## src/rtl/sync_fifo_read_adapter.sv

```systemverilog
// sync_fifo_read_adapter: turns a synchronous FIFO read port (FWFT or standard) into a registered valid/ready stream
// Ports:
//   clk_i, rst_i (sync, active-high), flush_i (sync discard of buffered/in-flight words)
//   fifo_empty_i, fifo_rd_data_i -> FIFO read side inputs; fifo_read_o -> FIFO pop strobe
//   m_valid_o, m_data_o, m_ready_i -> registered output stream
module sync_fifo_read_adapter #(
  parameter int DATA_WIDTH = 32,
  parameter bit FWFT       = 1'b1
) (
  input  logic                  clk_i,
  input  logic                  rst_i,
  input  logic                  flush_i,
  input  logic                  fifo_empty_i,
  input  logic [DATA_WIDTH-1:0] fifo_rd_data_i,
  output logic                  fifo_read_o,
  output logic                  m_valid_o,
  output logic [DATA_WIDTH-1:0] m_data_o,
  input  logic                  m_ready_i
);
  logic [1:0] occ_q, occ_d, occ_pop;
  logic pend_q, pend_d, valid_q, valid_d, pop, cap;
  logic [2:0] fill;
  logic [DATA_WIDTH-1:0] s0_q, s0_d, s1_q, s1_d;
  assign pop = valid_q & m_ready_i & !flush_i;
  // words held or in flight once this cycle's pop retires
  assign fill = {1'b0, occ_q} + {2'b0, pend_q} - {2'b0, pop};
  assign fifo_read_o = !rst_i & !flush_i & !fifo_empty_i & (fill < 3'd2);
  // FWFT data is live with the strobe; standard mode data lands one cycle later
  assign cap = !flush_i & (FWFT ? fifo_read_o : pend_q);
  assign occ_pop = occ_q - {1'b0, pop};
  always_comb begin
    occ_d   = flush_i ? 2'd0 : occ_pop + {1'b0, cap};
    pend_d  = FWFT ? 1'b0 : fifo_read_o;
    valid_d = occ_d != 2'd0;
    s0_d    = (cap && occ_pop == 2'd0) ? fifo_rd_data_i : (pop && occ_q == 2'd2) ? s1_q : s0_q;
    s1_d    = (cap && occ_pop != 2'd0) ? fifo_rd_data_i : s1_q;
  end
  always_ff @(posedge clk_i) begin
    if (rst_i) begin
      occ_q   <= 2'd0;
      pend_q  <= 1'b0;
      valid_q <= 1'b0;
      s0_q    <= '0;
      s1_q    <= '0;
    end else begin
      occ_q   <= occ_d;
      pend_q  <= pend_d;
      valid_q <= valid_d;
      s0_q    <= s0_d;
      s1_q    <= s1_d;
    end
  end
  assign m_valid_o = valid_q;
  assign m_data_o  = s0_q;
endmodule
```

## config.mk

```make
export PLATFORM = sky130hd
export DESIGN_NAME = sync_fifo_read_adapter
export DESIGN_NICKNAME = d
export VERILOG_FILES = /design/src/rtl/sync_fifo_read_adapter.sv
export SDC_FILE = /design/constraint.sdc
export NUM_CORES = 1
export LEC_CHECK = 0
export CORE_MARGIN = 10
export CORE_UTILIZATION = 45
export CTS_CLUSTER_DIAMETER = 120
export DETAILED_ROUTE_END_ITERATION = 8
export PLACE_DENSITY = 0.72
export SKIP_LAST_GASP = 1
export SLEW_MARGIN = 20
export SYNTH_ARGS = -nofsm -noshare
export SYNTH_HDL_FRONTEND = slang
export SYNTH_SLANG_ARGS = --single-unit
```

## constraint.sdc

```tcl
create_clock -name clk_i -period 6.6 [get_ports clk_i]
set_clock_uncertainty 0.05 [all_clocks]
set_input_delay 1.65 -clock clk_i [delete_from_list [all_inputs] [get_ports clk_i]]
set_output_delay 1.65 -clock clk_i [all_outputs]
set_load 0.1 [all_outputs]
```

==> results.yml <==
clock_network:
  clockBufferDepth: 2
  cts-resized-gates: 0
  htree_levels: 3
  clk_pin_slew_ns: 0.07
  insertion_delay_ns: 0.34
  tritoncts: "built"
  ctsHoldBuffers: 0
  post_cts_buffers: 0
  cts_buffers: 9
  root_buffer: "clkbuf_8"
  cts_sinks: 67
global_route:
  grt_antenna_before_repair: 0
  grt_max_degree: 66
  grt_remaining_overflow: 0
  grt_pass1_wl_um: 16100
  grt_usage: 0.173
  grt_pass1_vias: 3109
finish:
  multiInputGateArea_um2: 1710
  finalInstanceArea_um2: 4150
  drive_gt1_frac: 0.146
  register_area_um2: 1340
  num-nets-final: 440
  antenna_cells: 0
  fillers: 632
  syn2layout_area_growth_pct: 27.0
setup_path:
  rr_worst_depth: 7
  end_kind: "output port"
  setup.worst_path.start_class: "input pin"
  startpoint: "flush_i"
  critPathRequiredTime_ns: 4.90
  arrival_ns: 3.86
  crit_path_max_fanout: 33
  regToRegEndpoint: "m_data_o[30]$_SDFFE_PP0P_"
  cp-endpoint: "fifo_read_o"
  critPathKind: "in2out"
  reg2reg_slack_ns: 3.24
  timing.rr.start: "m_valid_o$_SDFF_PP0_"
yosys:
  synthCells: 363
  synth_nets: 402
  synth_warnings: 0
  ys_ff_latch: 67
  yosysTopAreaCell: "dfxtp_1"
  ys_seq_area_frac: 0.410
  synthDistinctLibCells: 26
  synth_top_area_share: 0.410
  synth_area_leaders: "dfxtp_1 41%, nor3_2 9.5%, a311oi_1 8.6%"
  synthesis.area_um2: 3270
  avgSynthCellArea_um2: 9.00
die:
  fp-row-count: 31
  coreArea_um2: 7180
  die-width_um: 105
  fp.dieArea_um2: 11100
  start_util: 0.455
  die_y_um: 105
  io-pin-count: 71
min_path:
  hp-class: "reg2reg"
  hold_depth: 2
routing:
  drtIter0Drc: 265
  dr_total_vias: 3191
  routed_via_density: 6.33
  routedWlPerCell_um: 19.6
  routed_wl_um: 9900
  first_pass_iters: 4
  drc: 0
  ant_nets: 0
power_and_ir_drop:
  p_leak_nw: 1.49
  powerDensity_nw_per_um2: 230
  vdd_drop_max_v: 0.000107
timing:
  period_minus_slack_ns: 5.56
  slew_violations: 0
  fin_crit_sh: 0.842
  clock.fmax_mhz: 180
  slew_headroom: 0.235
  hold_violations: 0
  tns_ns: 0
  setup_viol: 0
  worstMarginPinSlew_ns: 1.15
  rsz0062_at_grt: "no"
  fin_hold_ws_ns: 0.433
placed_design:
  hpwl_um: 5850
  gp_congestion: 0.765
  dpl-instance-area_um2: 3950
  portBuffers: 70
job:
  drv_cap: 0
outcome:
  outcome: "completed"
metrics by stage:
stage          worst slack, ns   util  power [mW]  cells
6_report                  1.04  0.578       0.956    504
5_1_grt                  0.916  0.578       0.983    504
4_1_cts                   1.05  0.578       0.960    504
3_5_place_dp              1.05  0.550       0.619    489
3_3_place_gp              1.11  0.550       0.617    489
2_1_floorplan           0.0262      -       0.556    363
final cells by class:
| cell class | count | share of cell area |
|---|---|---|
| multi-input cells | 242 | 0.413 |
| flip-flops and latches | 67 | 0.323 |
| repair buffers | 77 | 0.184 |
| clock buffers | 13 | 0.0383 |
| well taps | 99 | 0.0298 |
| clock inverters | 2 | 0.00844 |
| inverters | 4 | 0.00362 |
cells in the final DEF (no fill, tap or decap), drive strengths merged:
cell / count
o21ai: 32
and2: 2
buf: 8
clkinv: 1
xnor2: 2
clkdlybuf4s50: 69
nor2b: 1
clkbuf: 13
dfxtp: 67
nand2: 32
nor3: 35
o311ai: 32
a311oi: 32
o21a: 1
or4b: 1
nand4: 32
nand2b: 1
or2: 1
inv: 4
xor2: 1
ha: 2
nand3: 33
nor2: 1
bufinv: 1
nand3b: 1
kinds of logic after synthesis:
logic type,count (synthesis),synth area share
compound gates,97,0.223
xor+xnor,3,0.0103
fa+ha+maj,2,0.00766
buf+inv,54,0.0792
flops,67,0.410
simple gates,140,0.270
power breakdown:
part | switching [mW] | internal (mW) | total (mW)
logic | 0.134 | 0.0521 | 0.186
registers | 0.00675 | 0.417 | 0.424
clock network | 0.153 | 0.193 | 0.346
state kept, by name, summed over array words and instances, names as in the netlist:
signal     count
m_data_o      32
s1_q          32
occ_q          2
m_valid_o      1
worst min path at each step:
| stage | start | endpoint |
|---|---|---|
| 2_1_floorplan | s1_q[0]$_SDFFE_PP0P_ | s1_q[0]$_SDFFE_PP0P_ |
| 3_3_place_gp | s1_q[6]$_SDFFE_PP0P_ | s1_q[6]$_SDFFE_PP0P_ |
| 3_5_place_dp | s1_q[12]$_SDFFE_PP0P_ | s1_q[12]$_SDFFE_PP0P_ |
| 4_1_cts | s1_q[12]$_SDFFE_PP0P_ | s1_q[12]$_SDFFE_PP0P_ |
| 5_1_grt | s1_q[12]$_SDFFE_PP0P_ | s1_q[12]$_SDFFE_PP0P_ |
| 6_report | s1_q[5]$_SDFFE_PP0P_ | s1_q[5]$_SDFFE_PP0P_ |
critical path, stage by stage:
cell	delay (ns)
clkdlybuf4s50_1	0.58
nand3b_4	0.40
inv_1	0.11
ha_1	0.33
xor2_4	0.23
nor3_1	0.32
buf_12	0.22
Yosys cell counts, drive strengths merged:
cell type	count
xor2	1
ha	2
clkbuf	33
buf	17
xnor2	2
or2	1
nor2b	1
nor3	35
or4b	1
nand2b	1
o21ai	32
o311ai	32
dfxtp	67
nor2	1
a311oi	32
o21a	1
and2	2
nand3	33
inv	4
nand2	32
nand4	32
nand3b	1
layer usage:
metal,vias to the layer above,global-route usage,share of wire
li1,1490,-,-
met1,1574,0.217,0.41
met2,116,0.280,0.51
met3,11,0.0329,0.063
met4,0,0.0755,0.015
met5,-,0,0
No activity file was read; power rests on OpenSTA's default activity.
==> RTL edit, RTL diff (same flow settings) <==
The parameter `DATA_WIDTH` goes from 32 to 28.
--- a/src/rtl/sync_fifo_read_adapter.sv
+++ b/src/rtl/sync_fifo_read_adapter.sv
@@ -5,5 +5,5 @@
 //   m_valid_o, m_data_o, m_ready_i -> registered output stream
 module sync_fifo_read_adapter #(
-  parameter int DATA_WIDTH = 32,
+  parameter int DATA_WIDTH = 28,
   parameter bit FWFT       = 1'b1
 ) (
Ports: changed (resized fifo_rd_data_i and m_data_o); port bits go from 71 to 63. The function was not compared with the original's and may differ.
==> RTL edit against the original RTL <==
  * Wire length shrank 24%
  * Setup slack gained 78 ps
  * Area after synthesis shrank 19%
  * Cell count shrank 20%
  * Maximum frequency grew 1.4%
  * Final area shrank 17%
  * Synthesized cell count shrank 23%
  * Power shrank 15%
  * Count of clock-buffer cells in the layout grew 1
  * First-iteration DRC count shrank 45%
  * Sequential cell count shrank 8
  * Largest cell class unchanged
==> RTL edit: results (changes against the original RTL) <==
stage,metric,value,unit,change
global_routing,grtUsageTotal,15.2,%,-2.1 points
worst_hold_path,holdCritStartpoint,s1_q[7],,
final_layout,layout-drive-gt1-share,14.7,%,+0.15 points
run_status,status,finished clean,,
placed_design,pre_cts_ws,1170,ps,+113 ps
yosys,synth_common_cells,"59 x dfxtp_1, 29 x nor3_1, 28 x a311oi_1, 28 x nand4_1",,
drt,drt_wl_total,7490,um,-24%
power_and_ir_drop,powerSeq,373,uW,-12%
yosys,synth_compound_area_share,14.8,%,-7.5 points
drt,drt_iter0_markers,146,,-45%
global_routing,grt_pass1_wl,12100,um,-25%
placed_design,dpl_cell_area,3280,um^2,-17%
power_and_ir_drop,leakagePower,1.22,nW,-18%
sta,whs,415,ps,-18.3 ps
drt,drt_first_pass_iters,5,,+1
power_and_ir_drop,comb_power_share,18.2,%,-1.2 points
worst_setup_path,critPathMaxFanout,29,,-12%
sta,relSlewSlack,28.6,%,+5.1 points
power_and_ir_drop,irDropWorstVdd,0.155,mV,+45%
worst_setup_path,reg2reg_to,s1_q[1],,
placed_design,placed_cells_incl_taps,389,,-20%
final_layout,nNetsFinal,363,,-18%
worst_setup_path,reg2reg_depth,6,,-1
power_and_ir_drop,pwr-share-clk,36.0,%,-0.2 points
power_and_ir_drop,swShare,30.5,%,-0.26 points
worst_setup_path,crit_arrival,3780,ps,-80 ps
global_routing,grt_max_degree,59,,-11%
yosys,synth_mux_area_share,11.8,%,+12 points
[RTL edit: cell count changes after synthesis, moves of 14 or more]
cell and change:
clkbuf_1 -14, mux2_2 +26, nand2_1 -28, nand3_1 -32, nor2b_1 +25, nor3_1 +25
nor3_2 -31, o311ai_0 -32
[RTL edit: layout make-up]
cell class | instances | area [um^2]
Fill cell | 524 | 2150
Multi-Input combinational cell | 187 | 1330
Sequential cell | 59 | 1180
Timing Repair Buffer | 67 | 663
Clock buffer | 14 | 163
Tap cell | 72 | 90.1
Inverter | 4 | 15.0
Clock inverter | 2 | 10.0
[RTL edit: metal layers]
layer / vias to the layer above / part of all wire [%] / track usage, %
met5: - / 0 / 0
met4: 0 / 1.6 / 6.20
met3: 12 / 5.9 / 3.83
met2: 95 / 45 / 22.5
met1: 1146 / 47 / 20.2
li1: 1151 / - / -
